`src/rtl/xb_pkg.sv`:
```
//------------------------------------------------------------------------------
// xb_pkg
// Shared definitions for the writeback crossbar / forwarding pipe:
//   - default width constants used as parameter defaults
//   - xb_hist_t, one forwarding-history entry {valid, addr, data} at the
//     default widths
// Optional feature macro used by this slice: XB_ONEHOT_CHK_EN.
//------------------------------------------------------------------------------
package xb_pkg;

   localparam int XB_DATA_WIDTH    = 16;
   localparam int XB_ADDRESS_WIDTH = 4;
   localparam int XB_N_UNITS       = 3;
   localparam int XB_FWD_DEPTH     = 2;

   // One in-flight write at the default widths.
   typedef struct packed {
      logic                        valid;
      logic [XB_ADDRESS_WIDTH-1:0] addr;
      logic [XB_DATA_WIDTH-1:0]    data;
   } xb_hist_t;

endpackage

```
`src/rtl/xb_fwd_pipe_if.sv`:
```
//------------------------------------------------------------------------------
// xb_fwd_pipe_if
// Bundles the crossbar's control, data and register-file signals.
//   master : the pipeline/compute side (drives enables, addresses, data,
//            register-file read data; observes operands and write port)
//   slave  : xb_fwd_pipe itself
// Signals:
//   ps_xb_stall, ps_xb_w_cuEn[N_UNITS], ps_xb_w_bcEn, ps_xb_wadd,
//   ps_xb_raddx, ps_xb_raddy, cu_xb_dt[N_UNITS*DATA_WIDTH], bc_dt,
//   rf_xb_dtx, rf_xb_dty                          (master -> slave)
//   xb_dtx, xb_dty, xb_rf_w_En, xb_rf_wadd, xb_rf_dt (slave -> master)
//------------------------------------------------------------------------------
interface xb_fwd_pipe_if
   import xb_pkg::*;
#(
   parameter int DATA_WIDTH    = XB_DATA_WIDTH,
   parameter int ADDRESS_WIDTH = XB_ADDRESS_WIDTH,
   parameter int N_UNITS       = XB_N_UNITS
);

   logic                          ps_xb_stall;
   logic [N_UNITS-1:0]            ps_xb_w_cuEn;
   logic                          ps_xb_w_bcEn;
   logic [ADDRESS_WIDTH-1:0]      ps_xb_wadd;
   logic [ADDRESS_WIDTH-1:0]      ps_xb_raddx;
   logic [ADDRESS_WIDTH-1:0]      ps_xb_raddy;
   logic [N_UNITS*DATA_WIDTH-1:0] cu_xb_dt;
   logic [DATA_WIDTH-1:0]         bc_dt;
   logic [DATA_WIDTH-1:0]         rf_xb_dtx;
   logic [DATA_WIDTH-1:0]         rf_xb_dty;

   logic [DATA_WIDTH-1:0]         xb_dtx;
   logic [DATA_WIDTH-1:0]         xb_dty;
   logic                          xb_rf_w_En;
   logic [ADDRESS_WIDTH-1:0]      xb_rf_wadd;
   logic [DATA_WIDTH-1:0]         xb_rf_dt;

   modport master (
      output ps_xb_stall, ps_xb_w_cuEn, ps_xb_w_bcEn, ps_xb_wadd,
             ps_xb_raddx, ps_xb_raddy, cu_xb_dt, bc_dt, rf_xb_dtx, rf_xb_dty,
      input  xb_dtx, xb_dty, xb_rf_w_En, xb_rf_wadd, xb_rf_dt
   );

   modport slave (
      input  ps_xb_stall, ps_xb_w_cuEn, ps_xb_w_bcEn, ps_xb_wadd,
             ps_xb_raddx, ps_xb_raddy, cu_xb_dt, bc_dt, rf_xb_dtx, rf_xb_dty,
      output xb_dtx, xb_dty, xb_rf_w_En, xb_rf_wadd, xb_rf_dt
   );

endinterface

```
`src/rtl/xb_wsel.sv`:
```
//------------------------------------------------------------------------------
// xb_wsel
// Priority write-source selector. The lowest-indexed enabled compute unit
// wins; the broadcast source is taken only when no unit is enabled.
// Ports:
//   cu_en  [N_UNITS]            per-unit write enables
//   bc_en                       broadcast write enable
//   cu_dt  [N_UNITS*DATA_WIDTH] unit results, unit i at [i*DATA_WIDTH +: DATA_WIDTH]
//   bc_dt  [DATA_WIDTH]         broadcast data
//   req                         any source requesting
//   sel_dt [DATA_WIDTH]         winning data (0 when nothing requests)
//------------------------------------------------------------------------------
module xb_wsel
   import xb_pkg::*;
#(
   parameter int N_UNITS    = XB_N_UNITS,
   parameter int DATA_WIDTH = XB_DATA_WIDTH
) (
   input  logic [N_UNITS-1:0]            cu_en,
   input  logic                          bc_en,
   input  logic [N_UNITS*DATA_WIDTH-1:0] cu_dt,
   input  logic [DATA_WIDTH-1:0]         bc_dt,
   output logic                          req,
   output logic [DATA_WIDTH-1:0]         sel_dt
);

   always_comb begin
      // NOTE: every output gets a default before any conditional assignment,
      // so no path leaves it unassigned and no latch is inferred.
      req    = (|cu_en) | bc_en;
      sel_dt = bc_en ? bc_dt : '0;
      // Scan from the top down so the lowest set index is written last.
      for (int i = N_UNITS - 1; i >= 0; i--) begin
         if (cu_en[i]) begin
            sel_dt = cu_dt[i*DATA_WIDTH +: DATA_WIDTH];
         end
      end
   end

endmodule

```
`src/rtl/xb_fwd_pipe.sv`:
```
//------------------------------------------------------------------------------
// xb_fwd_pipe
// Writeback crossbar with a FWD_DEPTH-deep forwarding history. One write
// source is selected per cycle (xb_wsel), carried through the history
// (stage 0 youngest) and committed to the register file from the last stage.
// Reads on x/y return the youngest in-flight value for their address.
// Ports:
//   clk_dcd        clock, all state on rising edge
//   rst_n          synchronous active-low reset (wins over stall)
//   bus (slave)    control/data/register-file signals, see xb_fwd_pipe_if
//   xb_err_onehot  sticky multi-source flag, present only when the macro
//                  XB_ONEHOT_CHK_EN is defined
//------------------------------------------------------------------------------
module xb_fwd_pipe
   import xb_pkg::*;
#(
   parameter int DATA_WIDTH    = XB_DATA_WIDTH,
   parameter int ADDRESS_WIDTH = XB_ADDRESS_WIDTH,
   parameter int N_UNITS       = XB_N_UNITS,
   parameter int FWD_DEPTH     = XB_FWD_DEPTH
) (
   input  logic clk_dcd,
   input  logic rst_n,
`ifdef XB_ONEHOT_CHK_EN
   output logic xb_err_onehot,
`endif
   xb_fwd_pipe_if.slave bus
);

   // History entry at this instance's widths (xb_hist_t is the default-width
   // form of the same record).
   typedef struct packed {
      logic                     valid;
      logic [ADDRESS_WIDTH-1:0] addr;
      logic [DATA_WIDTH-1:0]    data;
   } entry_t;

   entry_t                hist_q [FWD_DEPTH];
   logic                  cur_req;
   logic [DATA_WIDTH-1:0] cur_dt;
   logic                  cur_fwd;

   xb_wsel #(
      .N_UNITS    (N_UNITS),
      .DATA_WIDTH (DATA_WIDTH)
   ) u_wsel (
      .cu_en  (bus.ps_xb_w_cuEn),
      .bc_en  (bus.ps_xb_w_bcEn),
      .cu_dt  (bus.cu_xb_dt),
      .bc_dt  (bus.bc_dt),
      .req    (cur_req),
      .sel_dt (cur_dt)
   );

   // A request is only real when the pipe advances; a stalled request is
   // dropped, so it must not be forwarded either.
   assign cur_fwd = cur_req & ~bus.ps_xb_stall;

   //---------------------------------------------------------------------------
   // History shift register
   //---------------------------------------------------------------------------
   always_ff @(posedge clk_dcd) begin
      // NOTE: the history is a handful of flops, not a RAM, and in-flight
      // writes must vanish on reset, so every stage is cleared here.
      if (!rst_n) begin
         for (int k = 0; k < FWD_DEPTH; k++) begin
            // NOTE: non-blocking assignments let each stage take its
            // neighbour's pre-edge value regardless of statement order.
            hist_q[k] <= '0;
         end
      end else if (!bus.ps_xb_stall) begin
         hist_q[0] <= '{valid: cur_req, addr: bus.ps_xb_wadd, data: cur_dt};
         for (int k = 1; k < FWD_DEPTH; k++) begin
            hist_q[k] <= hist_q[k-1];
         end
      end
   end

   //---------------------------------------------------------------------------
   // Forwarding: current request, then stage 0 (youngest) .. last stage,
   // then the register file.
   //---------------------------------------------------------------------------
   function automatic logic [DATA_WIDTH-1:0] fwd_lookup(
      input logic [ADDRESS_WIDTH-1:0] raddr,
      input logic [DATA_WIDTH-1:0]    rf_dt
   );
      logic [DATA_WIDTH-1:0] res;
      res = rf_dt;
      // Oldest first, so younger matches overwrite older ones.
      for (int k = FWD_DEPTH - 1; k >= 0; k--) begin
         if (hist_q[k].valid && (hist_q[k].addr == raddr)) begin
            res = hist_q[k].data;
         end
      end
      if (cur_fwd && (bus.ps_xb_wadd == raddr)) begin
         res = cur_dt;
      end
      return res;
   endfunction

   always_comb begin
      bus.xb_dtx = fwd_lookup(bus.ps_xb_raddx, bus.rf_xb_dtx);
   end

   always_comb begin
      bus.xb_dty = fwd_lookup(bus.ps_xb_raddy, bus.rf_xb_dty);
   end

   //---------------------------------------------------------------------------
   // Commit port: the last stage leaves the pipe on the next unstalled edge,
   // which is exactly when the register file must take it.
   //---------------------------------------------------------------------------
   assign bus.xb_rf_w_En = hist_q[FWD_DEPTH-1].valid & ~bus.ps_xb_stall;
   assign bus.xb_rf_wadd = hist_q[FWD_DEPTH-1].addr;
   assign bus.xb_rf_dt   = hist_q[FWD_DEPTH-1].data;

`ifdef XB_ONEHOT_CHK_EN
   //---------------------------------------------------------------------------
   // Sticky flag: more than one source asserted on an unstalled edge.
   //---------------------------------------------------------------------------
   logic err_q;

   always_ff @(posedge clk_dcd) begin
      if (!rst_n) begin
         err_q <= 1'b0;
      end else if (!bus.ps_xb_stall &&
                   ($countones({bus.ps_xb_w_cuEn, bus.ps_xb_w_bcEn}) > 1)) begin
         err_q <= 1'b1;
      end
   end

   assign xb_err_onehot = err_q;
`endif

endmodule

```
`src/flat_wrapper.sv`:
```
// flat-port wrapper written by rule: the top's interface ports become plain ports
module xb_fwd_pipe_flat import xb_pkg::*;
#(
   parameter int DATA_WIDTH    = XB_DATA_WIDTH,
   parameter int ADDRESS_WIDTH = XB_ADDRESS_WIDTH,
   parameter int N_UNITS       = XB_N_UNITS,
   parameter int FWD_DEPTH     = XB_FWD_DEPTH
)
  (clk_dcd, rst_n, bus_ps_xb_stall, bus_ps_xb_w_cuEn, bus_ps_xb_w_bcEn, bus_ps_xb_wadd, bus_ps_xb_raddx, bus_ps_xb_raddy, bus_cu_xb_dt, bus_bc_dt, bus_rf_xb_dtx, bus_rf_xb_dty, bus_xb_dtx, bus_xb_dty, bus_xb_rf_w_En, bus_xb_rf_wadd, bus_xb_rf_dt);
  xb_fwd_pipe_if #(.DATA_WIDTH(DATA_WIDTH), .ADDRESS_WIDTH(ADDRESS_WIDTH), .N_UNITS(N_UNITS)) bus_i ();
  input  logic clk_dcd;
  input  logic rst_n;
  input wire logic [$bits(bus_i.ps_xb_stall)-1:0] bus_ps_xb_stall;
  input wire logic [$bits(bus_i.ps_xb_w_cuEn)-1:0] bus_ps_xb_w_cuEn;
  input wire logic [$bits(bus_i.ps_xb_w_bcEn)-1:0] bus_ps_xb_w_bcEn;
  input wire logic [$bits(bus_i.ps_xb_wadd)-1:0] bus_ps_xb_wadd;
  input wire logic [$bits(bus_i.ps_xb_raddx)-1:0] bus_ps_xb_raddx;
  input wire logic [$bits(bus_i.ps_xb_raddy)-1:0] bus_ps_xb_raddy;
  input wire logic [$bits(bus_i.cu_xb_dt)-1:0] bus_cu_xb_dt;
  input wire logic [$bits(bus_i.bc_dt)-1:0] bus_bc_dt;
  input wire logic [$bits(bus_i.rf_xb_dtx)-1:0] bus_rf_xb_dtx;
  input wire logic [$bits(bus_i.rf_xb_dty)-1:0] bus_rf_xb_dty;
  output wire logic [$bits(bus_i.xb_dtx)-1:0] bus_xb_dtx;
  output wire logic [$bits(bus_i.xb_dty)-1:0] bus_xb_dty;
  output wire logic [$bits(bus_i.xb_rf_w_En)-1:0] bus_xb_rf_w_En;
  output wire logic [$bits(bus_i.xb_rf_wadd)-1:0] bus_xb_rf_wadd;
  output wire logic [$bits(bus_i.xb_rf_dt)-1:0] bus_xb_rf_dt;
  assign bus_i.ps_xb_stall = bus_ps_xb_stall;
  assign bus_i.ps_xb_w_cuEn = bus_ps_xb_w_cuEn;
  assign bus_i.ps_xb_w_bcEn = bus_ps_xb_w_bcEn;
  assign bus_i.ps_xb_wadd = bus_ps_xb_wadd;
  assign bus_i.ps_xb_raddx = bus_ps_xb_raddx;
  assign bus_i.ps_xb_raddy = bus_ps_xb_raddy;
  assign bus_i.cu_xb_dt = bus_cu_xb_dt;
  assign bus_i.bc_dt = bus_bc_dt;
  assign bus_i.rf_xb_dtx = bus_rf_xb_dtx;
  assign bus_i.rf_xb_dty = bus_rf_xb_dty;
  assign bus_xb_dtx = bus_i.xb_dtx;
  assign bus_xb_dty = bus_i.xb_dty;
  assign bus_xb_rf_w_En = bus_i.xb_rf_w_En;
  assign bus_xb_rf_wadd = bus_i.xb_rf_wadd;
  assign bus_xb_rf_dt = bus_i.xb_rf_dt;
  xb_fwd_pipe #(.DATA_WIDTH(DATA_WIDTH), .ADDRESS_WIDTH(ADDRESS_WIDTH), .N_UNITS(N_UNITS), .FWD_DEPTH(FWD_DEPTH)) u_core (.clk_dcd(clk_dcd), .rst_n(rst_n), .bus(bus_i));
endmodule
```
`config.mk`:
```
export PLATFORM = sky130hd
export DESIGN_NAME = xb_fwd_pipe_flat
export DESIGN_NICKNAME = d
export VERILOG_FILES = /design/src/rtl/xb_pkg.sv /design/src/rtl/xb_fwd_pipe_if.sv /design/src/rtl/xb_wsel.sv /design/src/rtl/xb_fwd_pipe.sv /design/src/flat_wrapper.sv
export SDC_FILE = /design/constraint.sdc
export NUM_CORES = 1
export LEC_CHECK = 0
export BUFFER_PORTS_ARGS = -buffer_cell sky130_fd_sc_hd__clkbuf_2
export CORE_MARGIN = 4
export CORE_UTILIZATION = 47
export CTS_CLUSTER_DIAMETER = 50
export DETAILED_ROUTE_END_ITERATION = 8
export HOLD_SLACK_MARGIN = 0.08
export PLACE_DENSITY = 0.92
export SKIP_CTS_REPAIR_TIMING = 1
export SYNTH_ARGS = -nofsm -noshare
export SYNTH_HDL_FRONTEND = slang
export SYNTH_SLANG_ARGS = --single-unit
```
`constraint.sdc`:
```
create_clock -name clk_dcd -period 1.85 [get_ports clk_dcd]
set_input_delay 0.0925 -clock clk_dcd [delete_from_list [all_inputs] [get_ports clk_dcd]]
set_output_delay 0.0925 -clock clk_dcd [all_outputs]
set_load 0.01 [all_outputs]
```
==> run metrics, run 1 <==
final WL 12.05 mm; Worst-path clk slew 0.07 ns; vias about 3700; clock skew 0.007735 ns; Syn Inst Count around 400; CP startpoint u_core.hist_q[0][37]; Netlist cell types 26; failing checks setup timing; number of global-route vias before repair 3401; final setup violation count 32; Die W approximately 93 um; Max Cap Violations 0; CP cell instances xnor2_1, nand4_2, or2_1, buf_4, a211oi_4, o22ai_2, clkbuf_2; critical path buffer and inverter count 2; Post-synth EDFFs between 40 and 50; LEAKAGE 1.986 nW; r2r startpoint u_core.hist_q[0][20]; setup slack after layout -0.3976 ns; Die Ht 93.33 um; TritonCTS Buffers 5; CTS tree built; DRT iter0 DRCs 443; row cnt 30; worst vdd ir about 350 uV; Post-Syn Area per Cell 8.707 um2; initial core utilization between 40% and 50%; slew at the pin closest to its max-slew limit ~0.60 ns; ys async rst share 0%; final instance area about 4700 um2; worst-skew pair later-pin latency 0.29 ns; kind of critical path reg -> out; number of H-tree levels 2; max-slew violations 0; kind of cell adding the most delay to the critical path flip-flops; core area ~6900 um2; die area 8710 um2; Seq cells post-synth 42; via/cell ratio 5.921; final design utilization 68.04%; fin nets between 600 and 700; Req. time, crit path 1.76 ns; drt wl/cell 19.16 um; status finished, violations left; RR Endpoint u_core.hist_q[0][41]; syn nets 508; top flop regs u_core.hist_q (42); total track usage 24.74%; GPL Wtd Cong between 0.8 and 0.9; Antenna Cells 0; synth top area cells edfxtp_1 37%, a211oi_2 7.3%, o22ai_1 5.9%; drc violations 0; ys flop type edfxtp_1; max reg flops 42; crit path max fanout 10; WP depth 7; CP max stage delay 0.45 ns; Post-Syn Area 3422 um2; Yosys top cell area share 36.86%; # clock sinks 42; flop-to-flop setup slack 0.97 ns; Overall Power 2.648 mW; input/output buffers 167; area leader, netlist edfxtp_1; Hold Violations, Final 0; Startpoint Class register; largest net degree at the start of global routing 43; top post-synthesis cells by count 50 x nor2_1, 42 x edfxtp_1, 32 x o21ai_0, 32 x o22ai_1, 26 x and2_1; Fmax roughly 440 MHz; WP data arrival between 2 and 2.5 ns; antenna viol nets, final 0; min Tclk post-route 2.248 ns; Worst path slowest cell edfxtp_1; drt pass-1 iters 8; Clock Tree Buf Depth 2; clk root buf clkbuf_8; RSZ-0062 raised after global routing true; Area Growth Syn to Fin 38.06%; sequential cell area fraction in the yosys report between 30% and 40%; share of layout cells above drive strength 1 47.28%; final worst-path cycle share 121.5%; Hold WC Path Type in -> reg; P per Cell Area 560.6 nW/um2; cell with the most instances after synthesis nor2_1; # IOs 168; GRT overflow 0; Ys Warns 0; fill count 522; crit path to bus_xb_dtx[13]; FF-to-FF path depth 1; Worst Setup End Kind primary output; area post-placement 4262 um2; Slew headroom 59.69%; DPL Wire Length between 9 and 10 mm; Reg with most FFs u_core.hist_q; initial antenna violation count 0; first-pass GRT wire length 17.01 mm
[through the flow]
stage / setup slack, ns / hold slack [ns] / TNS (ns) / instances
4_1_cts: -0.4762 / 0.1486 / -11.37 / 627
3_5_place_dp: -0.1670 / 0.4441 / -3.855 / 619
6_report: -0.3976 / 0.1475 / -11.42 / 629
3_3_place_gp: -0.1862 / 0.4326 / -1.985 / 619
2_1_floorplan: 0.09662 / 0.2279 / 0 / 393
5_1_grt: -0.4946 / 0.1587 / -13.95 / 629
[power by group]
group	leakage, nW	switching (mW)	internal [mW]
clock network	0.0416	0.299	0.258
logic	1.49	0.490	0.410
registers	0.459	0.0616	1.13
total	1.99	0.850	1.80
[worst min path at each step]
stage                 startpoint  cells past startpoint              endpoint
4_1_cts        bus_ps_xb_wadd[1]                      2  u_core.hist_q[0][17]
6_report                   rst_n                      2  u_core.hist_q[0][20]
2_1_floorplan    bus_ps_xb_stall                      1        bus_xb_rf_w_En
3_3_place_gp   bus_ps_xb_wadd[3]                      2  u_core.hist_q[0][19]
3_5_place_dp               rst_n                      2  u_core.hist_q[0][20]
5_1_grt        bus_ps_xb_wadd[2]                      2  u_core.hist_q[0][18]
[cells by family after synthesis]
family / synth area share [%]
buf+inv: 9.360
compound gates: 26.91
flops: 36.86
xor+xnor: 6.143
simple gates: 20.73
[metal layers]
metal  vias up  track usage [%]  wire length [um]
met2       283            38.65              5738
met3        36            3.138              1295
met5         -                0                 0
met4         0            9.646               383
li1       1690                -                 -
met1      1715            34.80              4632
[final cells by class]
class                   count  area, um2  area share, %
multi-input cells         295       2188          46.32
flip-flops and latches     42       1261          26.69
repair buffers            187       1066          22.56
well taps                  96      120.1          2.542
clock buffers               5      68.82          1.457
clock inverters             3      16.27         0.3443
inverters                   1      3.754        0.07945
[placed cells by master (no fill, tap or decap), types with 6 or more instances in the layout]
master / Yosys / final
a211oi_2: 20 / 12
a211oi_4: 0 / 20
a21oi_1: 16 / 16
a221oi_1: 16 / 16
and2_1: 26 / 26
buf_2: 7 / 10
buf_4: 21 / 14
clkbuf_2: 0 / 157
edfxtp_1: 42 / 42
nand2_1: 19 / 18
nor2_1: 50 / 50
nor2b_1: 18 / 17
nor3_1: 18 / 16
o21ai_0: 32 / 32
o22ai_1: 32 / 20
o22ai_2: 0 / 12
xnor2_2: 0 / 6
xor2_1: 14 / 14
No activity file was read; power rests on OpenSTA's default activity.
==> run 2: changes to the inputs <==
Settings changed: MAX_ROUTING_LAYER from default to met4.
==> run 2 against run 1 <==
The flow still finishes with violations (setup timing); non-clock buffer count increased by 1; sequential power about the same; sequential share of layout area decreased by 0.89 points; flip-flop and latch count unchanged.
==> run metrics, run 2 (synthesis results as in run 1) <==
status finished, violations left; failing checks setup timing; final setup violation count 32; drc violations 0; most frequent cells in the layout 147 x clkbuf_2, 50 x nor2_1, 42 x edfxtp_1; P_int 1.822 mW; via/cell ratio ~5.9; total track usage approximately 26%; crit path max fanout 8; number of global-route vias before repair 3414; Slew headroom about three fifths; first-pass GRT wire length 17.23 mm; Die W between 90 and 100 um; Die Ht 93.33 um; initial core utilization 49.28%; Req. time, crit path 1.76 ns; Sw Share between 30 and 40%; share of layout cells above drive strength 1 approximately half; largest net degree at the start of global routing 43; area post-placement 4262 um2; Overall Power 2.716 mW; DPL Wire Length 9.226 mm; GRT overflow 0; final instance area slightly below 5000 um2; Max Cap Violations 0; final WL 12.78 mm; Startpoint Class register; fin nets between 600 and 700; number of H-tree levels 2; combinational fraction of design power around a third; Antenna Cells 0; kind of critical path reg -> out; slew at the pin closest to its max-slew limit between 0.6 and 0.7 ns; input/output buffers 167; GPL Wtd Cong ~0.96; # clock sinks 42; drt pass-1 iters 5; max reg flops 42; LEAKAGE roughly 2.0 nW; worst vdd ir 264.2 uV; RSZ-0062 raised after global routing true; Worst Setup End Kind primary output; final worst-path cycle share 127.1%; core area 6944 um2; die area 8710 um2; WP data arrival roughly 2.3 ns; row cnt 30; top flop regs u_core.hist_q (42); Clock Tree Buf Depth 2; Reg with most FFs u_core.hist_q; Finished Layout Cells 630; antenna viol nets, final 0; Fmax 425.2 MHz; initial antenna violation count 0; Hold Violations, Final 0; # IOs ~170; Worst Hold Depth 2; final design utilization 70.38%; worst-skew pair later-pin latency 0.30 ns; clk root buf clkbuf_8; Area Growth Syn to Fin 42.82%; dpl cells roughly 620; P per Cell Area 555.6 nW/um2; clock network fraction of total power 21.2%; drt wl/cell 20.28 um; setup slack after layout -0.5019 ns; DRT iter0 DRCs 621; commonest non-fill, non-tap cell in the layout clkbuf_2; vias between 3000 and 4000; Switch Pwr approximately 0.89 mW; CTS tree built; TritonCTS Buffers 5; min Tclk post-route between 2 and 2.5 ns; Sequential Power Share between 40 and 50%; flop-to-flop setup slack between 0.9 and 1 ns; Worst-path clk slew 0.08 ns; Hold WC Path Type in -> reg; FF-to-FF path depth 1; clock skew 0.01448 ns; max-slew violations 0
[run 2: area by class of cell]
type | instances | area, um2
Fill cell | 485 | 2057
Multi-Input combinational cell | 295 | 2287
Tap cell | 96 | 120.1
Clock buffer | 6 | 72.57
Inverter | 1 | 3.754
Timing Repair Buffer | 188 | 1134
Sequential cell | 42 | 1261
Clock inverter | 2 | 8.758
[run 2: worst max-delay path: stages, from the launching register on]
cell       delay, ns
edfxtp_1        0.52
xnor2_2         0.23
nand4_2         0.13
or2_4           0.28
clkbuf_16       0.19
a211oi_4        0.28
o22ai_1         0.15
clkbuf_2        0.17
[run 2: power by group through the flow]
| stage | clock [mW] | combinational, mW | sequential [mW] |
|---|---|---|---|
| after floorplan | 0 | 0.458 | 1.18 |
| after detailed placement | 0 | 0.780 | 1.20 |
| after global placement | 0 | 0.764 | 1.20 |
| after global routing | 0.618 | 1.00 | 1.20 |
| final | 0.575 | 0.943 | 1.20 |
| after CTS | 0.570 | 0.784 | 1.18 |
[run 2: worst paths after layout]
path                        start                    to
max          u_core.hist_q[0][40]         bus_xb_dty[8]
min             bus_ps_xb_wadd[1]  u_core.hist_q[0][17]
max reg2reg  u_core.hist_q[0][20]  u_core.hist_q[0][41]
min reg2reg   u_core.hist_q[0][9]  u_core.hist_q[0][30]
[run 2: per-stage QoR]
stage                     setup WS (ns)  hold WS (ns)  TNS, ns
after CTS                       -0.4723        0.1279   -11.51
after global routing            -0.5250        0.1441   -14.17
after floorplan                 0.09662        0.2279        0
after global placement          -0.1858        0.4320   -1.585
final                           -0.5019        0.1264   -12.66
after detailed placement        -0.2049        0.4403   -3.935
[run 2: layer usage]
metal  global-route usage [%]  vias to the layer above  routed length, um
met5                        -                        -                  0
met4                    7.692                        0                327
li1                         -                     1682                  -
met1                    34.61                     1733               4977
met3                    3.781                       42               1265
met2                    41.16                      262               6206
==> run 3: changes to the inputs <==
Settings changed: SYNTH_HIERARCHICAL from default to 1.
==> run 3 against run 2 <==
The flow finishes with violations (DRC, setup timing); worst hold slack gained 0.019 ns; sequential share of layout area grew 2.7 points; critical path depth is the same; global-route usage shrank 0.70 points; combinational power shrank 11%; fmax shrank 4.3%; clock skew shrank 0.012 ns; cell area shrank 9.3%; critical endpoint is now bus_xb_dty[5].
==> run metrics, run 3 <==
final hold slack 0.1454 ns; top flop regs u_core/hist_q (42); drt pass-1 iters 9; final setup violation count 32; total track usage 25.25%; Max Cap Violations 0; input/output buffers 167; max-slew violations 0; area post-placement 4293 um2; area leader, netlist edfxtp_1; ys flop type edfxtp_1; Reg with most FFs u_core/hist_q; core area 6907 um2; syn nets 445; setup slack after layout -0.6073 ns; Clock Tree Buf Depth 2; most frequent cells in the layout 135 x clkbuf_2, 42 x edfxtp_1, 35 x inv_1; Startpoint Class register; LEAKAGE 1.944 nW; WP data arrival 2.36 ns; max reg flops 42; Seq cells post-synth 42; Fmax 407.0 MHz; # IOs roughly 170; final instance area about 4400 um2; Post-Syn Area per Cell roughly 10 um2; initial antenna violation count 0; Worst Setup End Kind primary output; Worst-path clk slew ~0.080 ns; clk root buf clkbuf_8; failing checks DRC, setup timing; top post-synthesis cells by count 42 x edfxtp_1, 35 x inv_1, 34 x nor3_1; Slew headroom 68.02%; Area Growth Syn to Fin 30.81%; GPL Wtd Cong 0.9340; largest net degree at the start of global routing 43; final worst-path cycle share 132.8%; Syn Inst Count 330; number of global-route vias before repair 3335; number of H-tree levels 2; Hold Violations, Final 0; synth top area cells edfxtp_1 37%, a222oi_1 9.5%, mux2i_1 9.5%; share of layout cells above drive strength 1 between 40% and 50%; Ys Warns 6; final WL 10.95 mm; first-pass GRT wire length ~17 mm; drt wl/cell 18.55 um; worst-skew pair later-pin latency slightly below 0.3 ns; row cnt 30; DPL Wire Length between 8 and 9 mm; crit path max fanout 16; initial core utilization 49.04%; worst vdd ir 310.5 uV; clock skew 0.002320 ns; Post-synth EDFFs 42; status finished, violations left; kind of critical path reg -> out; die area around 8600 um2; P per Cell Area 586.7 nW/um2; Netlist cell types 39; # clock sinks 42; Die W ~93 um; slew at the pin closest to its max-slew limit approximately 0.48 ns; vias 3382; Post-Syn Area 3387 um2; sequential cell area fraction in the yosys report 37.24%; commonest non-fill, non-tap cell in the layout clkbuf_2; fin nets 608; Yosys top cell area share between 30 and 40%; Antenna Cells 0; TritonCTS Buffers 5; ys async rst share 0%; CTS tree built; drc violations 48; GRT overflow 0; Die Ht 92.89 um; DRT iter0 DRCs 475; RSZ-0062 raised after global routing true; via/cell ratio approximately 5.7; Req. time, crit path 1.76 ns; antenna viol nets, final 0; min Tclk post-route 2.457 ns; Hold WC Path Type in -> reg; cell with the most instances after synthesis edfxtp_1
## run 3: changes by cell type after synthesis, sizes merged, moves of 17 or more
cell    before  now
a211oi      32    0
a222oi       0   32
and2        26    9
inv          1   36
mux2i        0   32
nor2        50    6
nor3        18   37
o21ai       32    2
## run 3: cell type report
type,instances,area [um2]
Inverter,38,142.6
Multi-Input combinational cell,207,1673
Tap cell,96,120.1
Sequential cell,42,1261
Timing Repair Buffer,199,1144
Clock buffer,5,68.82
Fill cell,583,2476
Clock inverter,3,21.27
## run 3: worst paths after layout
check / from / endpoint / slack, ns / depth (start not counted)
min: bus_ps_xb_wadd[2] / u_core/hist_q[0][18] / 0.15 / 2
min reg2reg: u_core/hist_q[0][20] / u_core/hist_q[0][41] / 0.60 / 1
max reg2reg: u_core/hist_q[0][16] / u_core/hist_q[0][37] / 0.90 / 2
max: u_core/hist_q[0][39] / bus_xb_dty[5] / -0.61 / 7
## run 3: where the power goes
group	switching, mW	internal (mW)	total (mW)
sequential	0.0434	1.13	1.17
clock	0.327	0.265	0.592
combinational	0.462	0.374	0.836
total	0.832	1.77	2.60
## run 3: worst max-delay path, stage by stage, from the launching register on
cell	delay, ns
edfxtp_1	0.45
xor2_1	0.17
a2111o_1	0.40
nor3_4	0.19
buf_12	0.21
mux2i_1	0.10
a222oi_1	0.34
buf_2	0.20
## run 3: logic make-up after synthesis
family	count (synthesis)	share of synthesized area, %
flops	42	37.24
simple gates	73	12.60
compound gates	84	22.61
xor+xnor	18	4.655
buf+inv	81	13.45
mux	32	9.457
## run 3: metal layers
layer  global-route usage [%]  wire [um]  vias up
li1                         -          -     1578
met2                    43.85       5584      227
met3                    3.249       1062       12
met4                    5.250        108        0
met1                    31.62       4191     1565
met5                        -          0        -
## run 3: per-stage QoR
| stage | total power [mW] | setup slack [ns] | utilization (%) | cells | TNS, ns |
|---|---|---|---|---|---|
| after floorplan | 1.671 | -0.2343 | - | 330 | -4.514 |
| after global placement | 1.990 | -0.2086 | 62.16 | 578 | -3.003 |
| after detailed placement | 2.017 | -0.2530 | 62.16 | 578 | -4.076 |
| after CTS | 2.605 | -0.6374 | 63.46 | 586 | -15.43 |
| after global routing | 2.734 | -0.7077 | 64.15 | 590 | -18.82 |
| final | 2.599 | -0.6073 | 64.15 | 590 | -16.04 |
